File: src/rtl/axil_pkg.sv
// Shared types and constants for the AXI-Lite read responder.
package axil_pkg;

    // Widest supported R data bus; narrower buses use the low bits of an entry.
    localparam int unsigned AXIL_DATA_BYTES = 8;

    typedef enum logic [1:0] {
        OKAY   = 2'b00,
        SLVERR = 2'b10
    } resp_t;

    typedef struct packed {
        resp_t                        resp;
        logic [AXIL_DATA_BYTES*8-1:0] data;
    } rresp_entry_t;

    // Address bits below the register index for a given data width.
    function automatic int unsigned axil_byte_shift(input int unsigned data_width);
        return $clog2(data_width / 8);
    endfunction

endpackage

File: src/rtl/axil_rresp_fifo.sv
// First-word-fall-through response buffer; pointers carry an extra wrap bit.
module axil_rresp_fifo
    import axil_pkg::*;
#(
    parameter int unsigned DEPTH = 4,
    localparam int unsigned PTR_W = (DEPTH > 1) ? $clog2(DEPTH) : 1
) (
    input  logic         clk,
    input  logic         r_reset,
    input  logic         wr_en,
    input  rresp_entry_t wr_data,
    input  logic         rd_en,
    output rresp_entry_t rd_data,
    output logic         empty,
    output logic         full
);

    rresp_entry_t     mem_q [DEPTH];
    logic [PTR_W:0]   wr_ptr_q;
    logic [PTR_W:0]   rd_ptr_q;

    // Wrap at DEPTH-1 so non-power-of-two depths still work.
    function automatic logic [PTR_W:0] ptr_inc(input logic [PTR_W:0] ptr);
        if (ptr[PTR_W-1:0] == PTR_W'(DEPTH - 1)) begin
            return {~ptr[PTR_W], {PTR_W{1'b0}}};
        end
        return ptr + 1'b1;
    endfunction

    assign empty   = (wr_ptr_q == rd_ptr_q);
    assign full    = (wr_ptr_q[PTR_W-1:0] == rd_ptr_q[PTR_W-1:0]) &&
                     (wr_ptr_q[PTR_W] != rd_ptr_q[PTR_W]);
    assign rd_data = mem_q[rd_ptr_q[PTR_W-1:0]];

    // Pointer update; reset empties the buffer.
    always_ff @(posedge clk) begin
        if (r_reset) begin
            wr_ptr_q <= '0;
            rd_ptr_q <= '0;
        end else begin
            if (wr_en) wr_ptr_q <= ptr_inc(wr_ptr_q);
            if (rd_en) rd_ptr_q <= ptr_inc(rd_ptr_q);
        end
    end

    // Storage write; contents need no reset since the pointers gate visibility.
    always_ff @(posedge clk) begin
        if (wr_en) mem_q[wr_ptr_q[PTR_W-1:0]] <= wr_data;
    end

    wr_when_full_a: assert property (@(posedge clk) disable iff (r_reset) !(wr_en && full));
    rd_when_empty_a: assert property (@(posedge clk) disable iff (r_reset) !(rd_en && empty));

endmodule

File: src/rtl/axil_read_responder.sv
// AXI-Lite read slave: decodes AR into a register index, issues a fixed-latency
// register-file read and returns buffered responses in order.
module axil_read_responder
    import axil_pkg::*;
#(
    parameter int unsigned ADDR_WIDTH = 32,
    parameter int unsigned DATA_WIDTH = 32,
    parameter int unsigned DEPTH = 4,
    parameter int unsigned RD_LATENCY = 1,
    parameter int unsigned NUM_REGS = 16,
    parameter logic [ADDR_WIDTH-1:0] BASE_ADDR = '0,
    localparam int unsigned IDX_W = (NUM_REGS > 1) ? $clog2(NUM_REGS) : 1,
    localparam int unsigned CNT_W = $clog2(DEPTH + 1)
) (
    input  logic                  clk,
    input  logic                  i_reset,
    input  logic                  i_arvalid,
    output logic                  o_arready,
    input  logic [ADDR_WIDTH-1:0] i_araddr,
    output logic                  o_rvalid,
    input  logic                  i_rready,
    output logic [DATA_WIDTH-1:0] o_rdata,
    output logic [1:0]            o_rresp,
    output logic                  o_reg_rd_en,
    output logic [IDX_W-1:0]      o_reg_rd_idx,
    input  logic [DATA_WIDTH-1:0] i_reg_rd_data,
    output logic [CNT_W-1:0]      o_outstanding
);

    localparam int unsigned BYTE_SHIFT = axil_byte_shift(DATA_WIDTH);

    logic                  accept;
    logic                  pop;
    logic                  in_range;
    logic                  borrow;
    logic [ADDR_WIDTH-1:0] off;
    logic [CNT_W-1:0]      cnt_q;
    logic [CNT_W-1:0]      cnt_d;
    logic [RD_LATENCY-1:0] pipe_valid_q;
    logic [RD_LATENCY-1:0] pipe_in_range_q;
    logic                  fifo_wr_en;
    rresp_entry_t          fifo_wr_data;
    rresp_entry_t          fifo_rd_data;
    logic                  fifo_empty;
    logic                  fifo_full;
    logic                  unused_data_hi;

    // Credits come from the registered count only, so a pop never frees a slot
    // combinationally.
    assign o_arready = !i_reset && (cnt_q < CNT_W'(DEPTH));
    assign accept    = i_arvalid && o_arready;

    // Address decode; borrow flags addresses below the base.
    always_comb begin
        {borrow, off} = {1'b0, i_araddr} - {1'b0, BASE_ADDR};
        in_range      = !borrow && (off[BYTE_SHIFT-1:0] == '0) &&
                        ((off >> BYTE_SHIFT) < ADDR_WIDTH'(NUM_REGS));
        o_reg_rd_en   = accept && in_range;
        o_reg_rd_idx  = o_reg_rd_en ? IDX_W'(off >> BYTE_SHIFT) : '0;
    end

    // Read pipeline tracking which accepted requests expect register data.
    always_ff @(posedge clk) begin
        if (i_reset) begin
            pipe_valid_q    <= '0;
            pipe_in_range_q <= '0;
        end else begin
            pipe_valid_q[0]    <= accept;
            pipe_in_range_q[0] <= in_range;
            for (int i = 1; i < RD_LATENCY; i++) begin
                pipe_valid_q[i]    <= pipe_valid_q[i-1];
                pipe_in_range_q[i] <= pipe_in_range_q[i-1];
            end
        end
    end

    // Final pipeline stage captures register data into the response buffer.
    always_comb begin
        fifo_wr_en        = pipe_valid_q[RD_LATENCY-1];
        fifo_wr_data      = '0;
        fifo_wr_data.resp = SLVERR;
        if (pipe_in_range_q[RD_LATENCY-1]) begin
            fifo_wr_data.resp                 = OKAY;
            fifo_wr_data.data[DATA_WIDTH-1:0] = i_reg_rd_data;
        end
    end

    axil_rresp_fifo #(
        .DEPTH (DEPTH)
    ) u_fifo (
        .clk     (clk),
        .r_reset (i_reset),
        .wr_en   (fifo_wr_en),
        .wr_data (fifo_wr_data),
        .rd_en   (pop),
        .rd_data (fifo_rd_data),
        .empty   (fifo_empty),
        .full    (fifo_full)
    );

    // R channel outputs, zeroed whenever no beat is presented.
    always_comb begin
        o_rvalid      = !i_reset && !fifo_empty;
        pop           = o_rvalid && i_rready;
        o_rdata       = o_rvalid ? fifo_rd_data.data[DATA_WIDTH-1:0] : '0;
        o_rresp       = o_rvalid ? fifo_rd_data.resp : '0;
        o_outstanding = i_reset ? '0 : cnt_q;
    end

    assign unused_data_hi = ^fifo_rd_data.data;

    // Outstanding-credit next state.
    always_comb begin
        cnt_d = cnt_q;
        if (accept && !pop) begin
            cnt_d = cnt_q + 1'b1;
        end else if (pop && !accept) begin
            cnt_d = cnt_q - 1'b1;
        end
    end

    // Outstanding-credit register.
    always_ff @(posedge clk) begin
        if (i_reset) begin
            cnt_q <= '0;
        end else begin
            cnt_q <= cnt_d;
        end
    end

    credit_bound_a: assert property (@(posedge clk) disable iff (i_reset)
        !(fifo_wr_en && fifo_full) && (cnt_q <= CNT_W'(DEPTH)));

endmodule

File: config.mk
export PLATFORM = sky130hd
export DESIGN_NAME = axil_read_responder
export DESIGN_NICKNAME = d
export VERILOG_FILES = /design/src/rtl/axil_pkg.sv /design/src/rtl/axil_rresp_fifo.sv /design/src/rtl/axil_read_responder.sv
export SDC_FILE = /design/constraint.sdc
export NUM_CORES = 1
export LEC_CHECK = 0
export CELL_PAD_IN_SITES_DETAIL_PLACEMENT = 1
export CELL_PAD_IN_SITES_GLOBAL_PLACEMENT = 2
export CORE_MARGIN = 2
export CORE_UTILIZATION = 34
export DETAILED_ROUTE_END_ITERATION = 7
export GPL_TIMING_DRIVEN = 0
export PLACE_DENSITY = 0.8
export SETUP_SLACK_MARGIN = 0.15
export SLEW_MARGIN = 20
export SYNTH_ARGS = -nofsm -noshare
export SYNTH_HDL_FRONTEND = slang
export SYNTH_SLANG_ARGS = --single-unit
File: constraint.sdc
create_clock -name clk -period 2.4 [get_ports clk]
set_clock_uncertainty 0.05 [all_clocks]
set_input_delay 0.24 -clock clk [delete_from_list [all_inputs] [get_ports clk]]
set_output_delay 0.24 -clock clk [all_outputs]
set_load 0.005 [all_outputs]
==> impl_metrics.ini, run 1 <==
[placement]
hpwl_microns = 9000
io_buffers = 109
gp_congestion = 0.751
dp.cells = 679

[clock_tree]
clockBufferDepth = 2
cts_buffers = 17
cts_tree = done
cts-htree-levels = 4
postCtsHoldBufs = 0
cts_root_buffer = clkbuf_16
clock-sinks = 145
clkLatencyLatePin_ns = 0.41
clkSlewWorstSetupHoldPaths_ns = 0.06

[final_layout]
post_layout_nonfiller_instances = 752
register_area_sq_mm = 0.00424
antenna_cells = 0
multi_input_area_sq_mm = 0.00183
nFillCells = 1636
nets = 589
drive_gt1_frac = 0.374
area_growth_pct = 45.2

[floorplan]
core_area_sq_mm = 0.0174
die_area_sq_mm = 0.0189
chipWidth_microns = 138
pin_count = 112
row_count = 48
die_h_microns = 138
initial_core_util = 0.349

[timing]
max_freq_ghz = 0.428
fin_crit_sh = 0.973
finalHoldViolCount = 0
hold_ws_ns = 0.355
min_period_ns = 2.34
slew_violations = 0
max-slew-margin-rel = 0.588
rsz0062_at_grt = true
setup_viol = 0
worstMarginPinSlew_ns = 0.618

[global_route]
grt_pass1_wl_microns = 21900
grt_max_degree = 22
grt_pass1_vias = 4058
antenna_found_initial = 0
grt_usage = 0.162
overflow = 0

[critical_path]
worstPathBufferInverterCount = 6
crit_path_top_delay_cell = mux4_2
reg2reg_to = cnt_q[2]
reg2reg_depth = 10
critPathTopFamily = buffers and inverters
critPathMostFrequentCell = buf_6
r2r_setup_slack_ns = 0.17
end_kind = primary output
cp.required_ns = 2.11
cp_max_fo = 6
reg2reg_from = u_fifo.rd_ptr_q[1]
cpPeakStageDelay_ns = 0.47
crit_arrival_ns = 2.05
path_cells = buf_12 -> buf_12 -> buf_16 -> buf_6 -> buf_6 -> mux4_2 -> and2_4 -> buf_6
worst-setup-path-type = reg -> out
cp-start-kind = register

[logic_synthesis]
syn-num-nets = 416
ys.flop_type = edfxtp_1
synth_top_family_by_area = multiplexers
synth_compound_area_frac = 0.0138
synthCells = 341
syn_avg_cell_area_sq_um = 17.8
synth_edf_count = 132
ys_types = 37
synth-simple-area-share = 0.110
synth_fa_ha_area_frac = 0.0157
synth_area_sq_mm = 0.00606
synth_warnings = 0
async_flop_share = 0
synthMuxAreaShare = 0.128
synthXorXnorAreaFrac = 0.0111
synth-seq-area-share = 0.697
ys_ff_latch = 145

[route]
drc = 0
drt_iter0_markers = 150
vias_per_cell = 4.80
postRouteAntennaNets = 0
dr.pass1.iters = 4
wl_per_cell_microns = 18.9
routed_wl_microns = 14200
num_vias = 3609

[worst_hold_path]
hold_depth = 2
hold_end = pipe_in_range_q
min_from = i_reset
hp-class = in -> reg

[run]
cap_violations = 0

[power_and_ir_drop]
power_density_mw_per_mm2 = 729
leakage_nw = 3.06
ir_drop_mv = 0.548
total_power_mw = 6.42

[status]
outcome = finished, final reports clean
==> flip-flops by register name, summed over array words and instances, names as in the netlist, named ones only <==
signal and flops:
pipe_in_range_q 1, u_fifo.mem_q 132, fifo_wr_en 1, cnt_q 3, u_fifo.wr_ptr_q 3, u_fifo.rd_ptr_q 3
==> layout by cell type (no fill, tap or decap), types with 4 or more instances in the layout <==
cell type / netlist / routed
edfxtp_1: 132 / 132
buf_2: 3 / 15
ha_1: 6 / 5
nor4_2: 0 / 4
clkbuf_16: 0 / 17
dlygate4sd2_1: 0 / 4
clkbuf_1: 6 / 8
and2_4: 0 / 26
nor4_1: 8 / 4
clkdlybuf4s50_1: 0 / 70
mux4_2: 30 / 33
a21oi_1: 4 / 4
bufinv_16: 0 / 4
buf_16: 0 / 6
dfxtp_1: 13 / 6
buf_12: 0 / 16
buf_4: 1 / 21
nor3_1: 6 / 5
nor2_1: 6 / 6
and2_2: 0 / 4
clkinv_2: 0 / 4
and2_1: 69 / 39
inv_1: 7 / 7
dfxtp_4: 0 / 4
buf_6: 7 / 24
nand2_1: 9 / 9
clkbuf_2: 0 / 6
==> per-layer routing <==
layer / track usage / share of wire / vias to the layer above
met5: 0 / 0 / -
met1: 0.180 / 0.39 / 1818
met2: 0.291 / 0.53 / 114
met4: 0.0493 / 0.012 / 0
li1: - / - / 1660
met3: 0.0567 / 0.068 / 17
==> synth_stat cells (2+ instances only) <==
cell	n	area, sq um
and2_1	69	432
nand3_1	2	10.0
nor2_1	6	22.5
nand4_1	2	12.5
buf_6	7	78.8
mux4_2	30	676
xor2_1	2	17.5
dfxtp_1	13	260
mux4_1	3	78.8
a21oi_1	4	20.0
xnor2_2	2	32.5
nor4_1	8	50.1
inv_1	7	26.3
nand2_1	9	33.8
a31oi_1	2	12.5
buf_2	3	15.0
ha_1	6	75.1
nor3_1	6	30.0
xnor2_1	2	17.5
mux2i_1	2	20.0
clkbuf_1	6	22.5
nor3b_1	2	15.0
nor2b_1	3	18.8
edfxtp_1	132	3960
==> worst max path at each step <==
stage                                endpoint  slack (ns)  depth (start not counted)
after detailed placement             cnt_q[2]       -0.15                          8
after CTS                         o_rdata[25]        0.05                          8
after global routing               o_rdata[4]      -0.001                          8
after global placement    u_fifo.mem_q[3][17]       -0.16                          2
after floorplan                      cnt_q[2]        0.15                         10
final                             o_rdata[25]        0.06                          8
==> where the power goes <==
group / leakage (nW) / total (mW) / switching (mW) / internal [mW]
sequential: 1.25 / 2.85 / 0.0433 / 2.81
clock: 0.297 / 2.70 / 0.974 / 1.73
combinational: 1.52 / 0.869 / 0.308 / 0.560
==> what timing repair did <==
action | in CTS | in global routing
hold endpoints to repair | 0 | 0
buffers inserted | 32 | 6
gates cloned | 3 | 0
endpoints found under the setup margin | 41 | 28
gates resized for setup | 185 | 28
pin swaps | 37 | 12
==> through the flow <==
stage / setup WS (ns) / cell area, sq um / util / setup TNS (ns)
6_report: 0.0637 / 8800 / 0.507 / 0
2_1_floorplan: 0.151 / 6080 / - / 0
4_1_cts: 0.0507 / 8690 / 0.501 / 0
3_3_place_gp: -0.159 / 7450 / 0.429 / -15.95
3_5_place_dp: -0.148 / 7560 / 0.435 / -0.148
5_1_grt: -0.000989 / 8800 / 0.507 / -0.00161
==> kinds of logic (layout without fill, tap and decap cells) <==
| kind of cell | after synthesis | after routing |
|---|---|---|
| flops | 145 | 145 |
| simple gates | 112 | 112 |
| mux | 35 | 35 |
| buf+inv | 24 | 210 |
| compound gates | 11 | 11 |
| fa+ha+maj | 7 | 7 |
| xor+xnor | 6 | 6 |
| other cells | 1 | 1 |
==> final cells by class <==
type	count	area share
flip-flops and latches	145	0.482
multi-input cells	172	0.208
repair buffers	154	0.188
clock buffers	20	0.0496
well taps	225	0.0320
plain buffers	17	0.0191
clock inverters	12	0.0188
inverters	7	0.00299
No activity file was read; power rests on OpenSTA's default activity.
==> run 2, diff against run 1 <==
--- a/config.mk
+++ b/config.mk
@@ -7,6 +7,7 @@
 export LEC_CHECK = 0
 export CELL_PAD_IN_SITES_DETAIL_PLACEMENT = 1
 export CELL_PAD_IN_SITES_GLOBAL_PLACEMENT = 2
+export CORE_ASPECT_RATIO = 0.9
 export CORE_MARGIN = 2
 export CORE_UTILIZATION = 34
 export DETAILED_ROUTE_END_ITERATION = 7
==> run 2 against run 1 <==
Compared with the run above: critical path depth fell by 2; die area barely moved; clock-buffer cell count fell by 1; non-clock buffer count rose by 11; clock power fell by 8.1%; global-route usage rose by 0.42 points; sequential cell count did not move; via count rose by 1.1%; hold slack improved by 0.022 ns; worst setup slack improved by 0.0073 ns; first-iteration DRC count rose by 31%; fmax rose by 0.31%; largest power group unchanged.
==> impl_metrics.ini, run 2 (synthesized netlist as in run 1, its figures left out) <==
[status]
outcome = finished, final reports clean

[floorplan]
die_h_microns = 131
row_count = 46
initial_core_util = 0.345
chipWidth_microns = 145
core_area_sq_mm = 0.0176
die_area_sq_mm = 0.0189
pin_count = 112

[power_and_ir_drop]
p_sw_frac = 0.216
p_comb_frac = 0.146
ir_drop_mv = 0.436
p_int_mw = 4.89
switching_power_mw = 1.34
power_frac_seq = 0.457
power_density_mw_per_mm2 = 703
pwr-share-clk = 0.397
leakage_nw = 3.08

[critical_path]
reg2reg_from = u_fifo.rd_ptr_q[1]
reg2reg_depth = 11
worst-setup-path-type = reg -> out
end_kind = primary output
cp_max_fo = 6
cp.required_ns = 2.11
cp-start-kind = register
crit_arrival_ns = 2.04
reg2reg_to = cnt_q[2]
r2r_setup_slack_ns = 0.09

[worst_hold_path]
hold_end = pipe_in_range_q
min_from = i_reset
hold_depth = 2
hp-class = in -> reg

[global_route]
antenna_found_initial = 0
grt_pass1_wl_microns = 22600
grt_pass1_vias = 4132
grt_usage = 0.166
overflow = 0
grt_max_degree = 22

[timing]
setup_viol = 0
max-slew-margin-rel = 0.614
hold_ws_ns = 0.377
min_period_ns = 2.33
rsz0062_at_grt = true
slew_violations = 0
worstMarginPinSlew_ns = 0.579
max_freq_ghz = 0.429
finalHoldViolCount = 0
fin_crit_sh = 0.970

[clock_tree]
clkLatencyLatePin_ns = 0.42
cts_buffers = 17
cts_root_buffer = clkbuf_16
postCtsHoldBufs = 0
cts-htree-levels = 4
clkSlewWorstSetupHoldPaths_ns = 0.06
clockBufferDepth = 2
clock-sinks = 145
cts_tree = done

[final_layout]
largest_reg_flops = 132
antenna_cells = 0
area_growth_pct = 46.3
post_layout_nonfiller_instances = 777
layout_common_cells = edfxtp_1, clkdlybuf4s50_1, and2_1
drive_gt1_frac = 0.391
nets = 600
layout_commonest_cell = edfxtp_1

[route]
drc = 0
vias_per_cell = 4.69
dr.pass1.iters = 4
routed_wl_microns = 15000
drt_iter0_markers = 197
wl_per_cell_microns = 19.3
num_vias = 3647
postRouteAntennaNets = 0

[placement]
dp.cells = 694
hpwl_microns = 8990
io_buffers = 109
gp_congestion = 0.714

[run]
cap_violations = 0
-- run 2: changes by cell type in the layout (fill, tap and decap cells not counted), moves of 3 or more --
cell        change
buf_8           +7
clkinv_2        -3
buf_12          -8
buf_4          +10
clkinvlp_4      +4
-- run 2: how the worst max path moves through the flow --
stage / to / startpoint / slack, ns
3_3_place_gp: u_fifo.mem_q[3][19] / u_fifo.wr_ptr_q[1] / -0.12
2_1_floorplan: cnt_q[2] / u_fifo.wr_ptr_q[2] / 0.15
3_5_place_dp: cnt_q[2] / i_arvalid / -0.17
6_report: o_rdata[6] / register / 0.07
5_1_grt: o_rdata[20] / register / -0.01
4_1_cts: o_rdata[25] / register / -0.01
-- run 2: area by class of cell --
type                    count  area (sq um)
repair buffers            165          1700
inverters                   7          26.3
clock buffers              19           433
plain buffers              17           171
clock inverters            12           119
multi-input cells         172          1880
well taps                 240           300
flip-flops and latches    145          4240
fillers                  1645          8680
-- run 2: repair_timing --
item	4_1_cts	5_1_grt
pin swaps	28	14
buffers inserted	35	12
gates cloned	4	1
endpoints found under the setup margin	41	32
gates resized for setup	181	48
-- run 2: metal layers --
layer | routed length, microns | part of all wire | vias to the layer above | track usage
li1 | - | - | 1679 | -
met1 | 6130 | 0.41 | 1828 | 0.199
met3 | 1010 | 0.067 | 14 | 0.0550
met5 | 0 | 0 | - | 0
met4 | 107 | 0.0071 | 0 | 0.0468
met2 | 7740 | 0.52 | 126 | 0.288
-- run 2: worst max-delay path, cell delays in order, from the launching register on --
cell and delay (ns):
dfxtp_2 0.34, buf_12 0.13, buf_4 0.12, buf_12 0.11
mux4_2 0.51, and2_4 0.17, dlygate4sd2_1 0.25
-- run 2: per-stage QoR --
| stage | cell area (sq um) | total power, mW | utilization | setup slack, ns | setup TNS, ns |
|---|---|---|---|---|---|
| finish | 8870 | 6.24 | 0.505 | 0.0710 | 0 |
| global route | 8870 | 6.47 | 0.505 | -0.0123 | -0.0390 |
| CTS | 8660 | 6.22 | 0.493 | -0.00950 | -0.00950 |
| detailed placement | 7580 | 3.56 | 0.432 | -0.173 | -0.277 |
| global placement | 7470 | 3.53 | 0.426 | -0.123 | -10.49 |
| floorplan | 6080 | 3.21 | - | 0.151 | 0 |
-- run 2: power by group through the flow --
stage	clock (mW)	sequential, mW	combinational, mW
floorplan	0	2.89	0.324
global placement	0	2.90	0.633
detailed placement	0	2.90	0.663
CTS	2.52	2.85	0.843
global route	2.63	2.86	0.981
finish	2.48	2.85	0.913
